$ cat src/rtl/dff_pipe_sr_pkg.sv
// Shared helpers for the elastic register pipeline: per-stage handshake and
// valid-bit update rules, used by both the ready chain and the stage cells.
package dff_pipe_sr_pkg;

    function automatic logic stage_accept(
        input logic ce,
        input logic valid,
        input logic leave
    );
        return ce & (~valid | leave);
    endfunction

    // Clear beats load beats leave; otherwise the valid bit holds.
    function automatic logic stage_next_valid(
        input logic clear,
        input logic load,
        input logic leave,
        input logic valid
    );
        if (clear) begin
            return 1'b0;
        end
        if (load) begin
            return 1'b1;
        end
        if (leave) begin
            return 1'b0;
        end
        return valid;
    endfunction

endpackage

$ cat src/rtl/dff_pipe_sr_stage.sv
// One pipeline stage: valid bit plus data register with SR > FLUSH > CE priority.
// Accept/leave come from the top-level ready chain; CE is already folded into them.
module pipe_stage_sr
    import dff_pipe_sr_pkg::*;
#(
    parameter int unsigned      WIDTH  = 8,
    parameter logic [WIDTH-1:0] SRINIT = '0
) (
    input  logic             clk,
    input  logic             sr,
    input  logic             flush,
    input  logic             accept,
    input  logic             leave,
    input  logic             up_valid,
    input  logic [WIDTH-1:0] up_data,
    output logic             valid,
    output logic             valid_next,
    output logic [WIDTH-1:0] data
);

    logic load;

    assign load       = accept & up_valid & ~flush;
    assign valid_next = stage_next_valid(sr | flush, load, leave, valid);

    // Data of an invalid stage is deliberately held, so Q keeps its last word.
    always_ff @(posedge clk) begin
        if (sr) begin
            valid <= 1'b0;
            data  <= SRINIT;
        end else begin
            valid <= valid_next;
            if (load) begin
                data <= up_data;
            end
        end
    end

endmodule

$ cat src/rtl/dff_pipe_sr.sv
// Elastic DEPTH-stage register pipeline with valid/ready on both sides,
// bubble collapse through a combinational ready chain, and a registered occupancy count.
module dff_pipe_sr
    import dff_pipe_sr_pkg::*;
#(
    parameter int unsigned      WIDTH  = 8,
    parameter int unsigned      DEPTH  = 4,
    parameter logic [WIDTH-1:0] SRINIT = '0
) (
    input  logic                         CLK,
    input  logic                         SR,
    input  logic                         CE,
    input  logic                         FLUSH,
    input  logic                         IN_VALID,
    output logic                         IN_READY,
    input  logic [WIDTH-1:0]             D,
    output logic                         OUT_VALID,
    input  logic                         OUT_READY,
    output logic [WIDTH-1:0]             Q,
    output logic [$clog2(DEPTH+1)-1:0]   COUNT
);

    localparam int unsigned CW = $clog2(DEPTH + 1);

    logic [DEPTH-1:0] v;
    logic [DEPTH-1:0] v_next;
    logic [DEPTH-1:0] accept;
    logic [DEPTH-1:0] leave;
    logic [WIDTH-1:0] d [DEPTH];
    logic [CW-1:0]    count_next;

    // Ready ripples from the output stage back to the input in one cycle.
    always_comb begin
        logic down;
        down   = OUT_READY & CE;
        accept = '0;
        leave  = '0;
        for (int unsigned j = 0; j < DEPTH; j++) begin
            leave[DEPTH-1-j]  = v[DEPTH-1-j] & down;
            accept[DEPTH-1-j] = stage_accept(CE, v[DEPTH-1-j], leave[DEPTH-1-j]);
            down              = accept[DEPTH-1-j];
        end
    end

    for (genvar i = 0; i < DEPTH; i++) begin : g_stage
        logic             up_valid;
        logic [WIDTH-1:0] up_data;

        if (i == 0) begin : g_head
            assign up_valid = IN_VALID;
            assign up_data  = D;
        end else begin : g_body
            assign up_valid = v[i-1];
            assign up_data  = d[i-1];
        end

        pipe_stage_sr #(
            .WIDTH  (WIDTH),
            .SRINIT (SRINIT)
        ) u_stage (
            .clk        (CLK),
            .sr         (SR),
            .flush      (FLUSH),
            .accept     (accept[i]),
            .leave      (leave[i]),
            .up_valid   (up_valid),
            .up_data    (up_data),
            .valid      (v[i]),
            .valid_next (v_next[i]),
            .data       (d[i])
        );
    end

    always_comb begin
        count_next = '0;
        for (int unsigned i = 0; i < DEPTH; i++) begin
            count_next = count_next + CW'(v_next[i]);
        end
    end

    always_ff @(posedge CLK) begin
        if (SR) begin
            COUNT <= '0;
        end else begin
            COUNT <= count_next;
        end
    end

    assign IN_READY  = accept[0] & ~FLUSH & ~SR;
    assign OUT_VALID = v[DEPTH-1] & CE & ~SR;
    assign Q         = d[DEPTH-1];

endmodule

$ cat config.mk
export PLATFORM = sky130hd
export DESIGN_NAME = dff_pipe_sr
export DESIGN_NICKNAME = d
export VERILOG_FILES = /design/src/rtl/dff_pipe_sr_pkg.sv /design/src/rtl/dff_pipe_sr_stage.sv /design/src/rtl/dff_pipe_sr.sv
export SDC_FILE = /design/constraint.sdc
export NUM_CORES = 1
export LEC_CHECK = 0
export CAP_MARGIN = 20
export CORE_MARGIN = 4
export CORE_UTILIZATION = 36
export DETAILED_ROUTE_END_ITERATION = 8
export DONT_BUFFER_PORTS = 1
export PLACE_DENSITY_LB_ADDON = 0.15
export SYNTH_ARGS = -nofsm -noshare
export SYNTH_HDL_FRONTEND = slang
export SYNTH_SLANG_ARGS = --single-unit
$ cat constraint.sdc
create_clock -name CLK -period 4.2 [get_ports CLK]
set_clock_uncertainty 0.1 [all_clocks]
set_input_delay 0.63 -clock CLK [delete_from_list [all_inputs] [get_ports CLK]]
set_output_delay 0.63 -clock CLK [all_outputs]
set_load 0.01 [all_outputs]
==> results.tsv <==
stage	metric	value	unit
outcome	status	finished, final reports clean	
layout	sequential cell area	781	um2
setup_path	R2R Path Start	g_stage[1].u_stage.valid$_SDFF_PP0_	
detailed_routing	post-route ant nets	0	
detailed_routing	average routed wire per standard cell	14.1	um
floorplan	Rows	24	
grt	initial antenna violation count	0	
grt	pin count of the biggest net entering global routing	47	
sta	Max-slew headroom	63.4	%
sta	worst-margin pin slew	0.549	ns
layout	antenna cell count	0	
setup_path	Worst R2R End	COUNT[1]$_SDFF_PP0_	
clocking	number of post-CTS setup repair buffers	0	
sta	Fin. Hold Viols	0	
detailed_routing	vias per std cell	5.26	
yosys	EDFF count, synth	0	
layout	Fill cells	454	
layout	commonest non-fill, non-tap cell in the layout	dfxtp_1	
detailed_routing	Remaining DRCs	0	
power	VDD IR max	209	uV
clocking	Worst-Skew Late Latency	0.28	ns
sta	max-slew violation count	0	
floorplan	Boundary Pins	27	
setup_path	Startpoint Class	flip-flop	
power	Lkg Pwr	0.614	nW
setup_path	CP Launch Point	g_stage[1].u_stage.valid$_SDFF_PP0_	
power	Flop pwr share	49.9	%
clocking	post_cts resized	0	
power	Gate power share	2.2	%
layout	layout overhead on the synthesized area	7.06	%
setup_path	CP arrival	2.76	ns
detailed_routing	DRT Wirelength	3370	um
detailed_routing	TritonRoute pass-1 iters	4	
clocking	cts bufs inserted	5	
setup_path	CP Max Fanout	9	
setup_path	CP Class	reg -> reg	
layout	ratio of cells with drive above 1 in the final layout	4.81	%
yosys	Mapped Nets	211	
place	Buffers on Ports	0	
power	clock power share	47.9	%
grt	Overflow after GRT	0	
detailed_routing	Vias	1256	
grt	global-route usage over all layers	12.1	%
power	power per cell area	409	nW/um2
yosys	gate count after technology mapping	194	
run	max capacitance violation total	0	
sta	final setup violation count	0	
yosys	library cells used by synthesis	28	
sta	Peak Freq	373	MHz
yosys	async set-reset flop share out of synthesis	0	%
floorplan	core area	4470	um2
yosys	part of the Yosys area used for sequential elements	45.4	%
setup_path	worst r2r path cells	8	
yosys	yosys warns	0	
grt	global-route wire length before repair	5780	um
layout	area of the multi-input gates	850	um2
yosys	#FFs+latches synth	39	
setup_path	crit path capture	COUNT[1]$_SDFF_PP0_	
power	Int Pwr	0.620	mW
clocking	Root Driver	clkbuf_8	
yosys	syn avg cell area	8.86	um2
sta	Final period util	63.9	%
clocking	CTS hold repair buffers	0	
floorplan	die area	5940	um2
place	gpl congestion	0.790	
floorplan	Die X	77.1	um
sta	RSZ-0062 raised after global routing	false	
power	net switching power	0.133	mW
floorplan	Initial Util	38.4	%
clocking	clock-pin slew on the worst setup and hold paths	0.07	ns
yosys	Mapped Area	1720	um2
setup_path	Crit path required time	4.28	ns
power	Sw Ratio	17.6	%
layout	most frequent cells in the layout	dfxtp_1 (39), o21ai_0 (27), a21oi_1 (26), nand3_1 (24), nand2b_1 (17)	
place	HPWL Detailed	2490	um
floorplan	die height	77.1	um
detailed_routing	DR iter-0 viols	83	
setup_path	reg2reg setup slack	1.52	ns
power	total power	0.753	mW
min_path	worst hold path class	in -> reg	
clocking	Sink Count	39	
sta	fin crit period	2.68	ns
layout	fin nets	203	
clocking	CTS Buffer Depth	2	
clocking	CTS H-tree depth	2	
sta	Setup TNS	0	ns
yosys	dominant synthesized flop cell	dfxtp_1	
clocking	CTS tree	built	
setup_path	type of destination of the critical path	flip-flop	
grt	vias in the first global route	1247	
[power groups by stage]
| stage | logic, mW | registers (mW) | clock network, mW |
|---|---|---|---|
| 2_1_floorplan | 0.0215 | 0.383 | 0 |
| 3_3_place_gp | 0.0165 | 0.384 | 0 |
| 3_5_place_dp | 0.0171 | 0.384 | 0 |
| 4_1_cts | 0.0171 | 0.376 | 0.373 |
| 5_1_grt | 0.0191 | 0.376 | 0.387 |
| 6_report | 0.0169 | 0.376 | 0.361 |
[through the flow]
step	area (um2)	hold slack, ns	cells	util, %	setup slack (ns)
6_report	1840	0.305	239	41.1	1.52
5_1_grt	1840	0.286	239	41.1	1.32
4_1_cts	1840	0.291	239	41.1	1.51
3_5_place_dp	1710	0.355	231	38.1	1.35
3_3_place_gp	1710	0.350	231	38.1	1.36
2_1_floorplan	1720	0.340	194	-	1.51
[worst max-delay path, cell delays in order (launching register included)]
cell,delay (ns)
dfxtp_1,0.49
nand4b_1,0.35
a21boi_0,0.31
o21ai_0,0.17
fa_1,0.56
inv_1,0.04
ha_1,0.17
ha_1,0.26
nor2b_1,0.13
[cells in the mapped netlist (2+ instances only)]
cell / number / share of area [%]
and2_1: 3 / 1.1
buf_1: 3 / 0.66
buf_6: 2 / 1.3
nand3b_1: 5 / 2.2
inv_1: 3 / 0.66
o21ai_0: 27 / 7.9
a21boi_0: 2 / 0.87
ha_1: 2 / 1.5
mux2i_1: 8 / 4.7
o21a_1: 2 / 0.87
clkbuf_1: 6 / 1.3
a21oi_1: 26 / 7.6
and3b_1: 4 / 2.0
dfxtp_1: 39 / 45
nand2_1: 4 / 0.87
nor2b_1: 4 / 1.5
buf_2: 3 / 0.87
nand3_1: 24 / 7.0
nand2b_1: 17 / 6.2
nor2_1: 2 / 0.44
[routing by layer]
metal / wire length [um] / vias to the layer above / GRT usage (%)
met2: 1560 / 32 / 19.7
met3: 162 / 4 / 5.15
met1: 1610 / 559 / 14.5
met4: 34 / 0 / 3.74
met5: 0 / - / 0
li1: - / 661 / -
[worst min path at each step]
stage	startpoint	to	slack [ns]	cells past startpoint
floorplan	g_stage[1].u_stage.data[0]$_SDFFE_PP0P_	g_stage[2].u_stage.data[0]$_SDFFE_PP0P_	0.34	2
global placement	g_stage[2].u_stage.data[7]$_SDFFE_PP0P_	g_stage[3].u_stage.data[7]$_SDFFE_PP0P_	0.35	2
detailed placement	g_stage[2].u_stage.data[7]$_SDFFE_PP0P_	g_stage[3].u_stage.data[7]$_SDFFE_PP0P_	0.35	2
CTS	SR	g_stage[1].u_stage.data[4]$_SDFFE_PP0P_	0.29	1
global route	SR	g_stage[2].u_stage.data[4]$_SDFFE_PP0P_	0.29	1
finish	SR	g_stage[1].u_stage.data[2]$_SDFFE_PP0P_	0.31	1
[layout make-up]
| class | instances | share of cell area (%) |
|---|---|---|
| Multi-Input combinational cell | 137 | 46.2 |
| Sequential cell | 39 | 42.4 |
| Clock buffer | 6 | 3.95 |
| Tap cell | 52 | 3.54 |
| Clock inverter | 2 | 3.27 |
| Inverter | 3 | 0.612 |
[flip-flops by register name (all words and copies together), names as in the netlist]
register,count
g_stage.u_stage.data,32
g_stage.u_stage.valid,4
COUNT,3
[kinds of logic (layout without fill, tap and decap cells)]
kind of cell	after synthesis	in the layout	share of synthesized area [%]
AO/OA/AOI/OAI	60	60	19.4
adder cells (fa/ha/maj)	3	3	2.62
buffers and inverters	18	11	5.10
flip-flops	39	39	45.4
multiplexers	8	8	4.66
AND/OR/NAND/NOR	66	66	22.7
(Power assumes the default switching activity.)
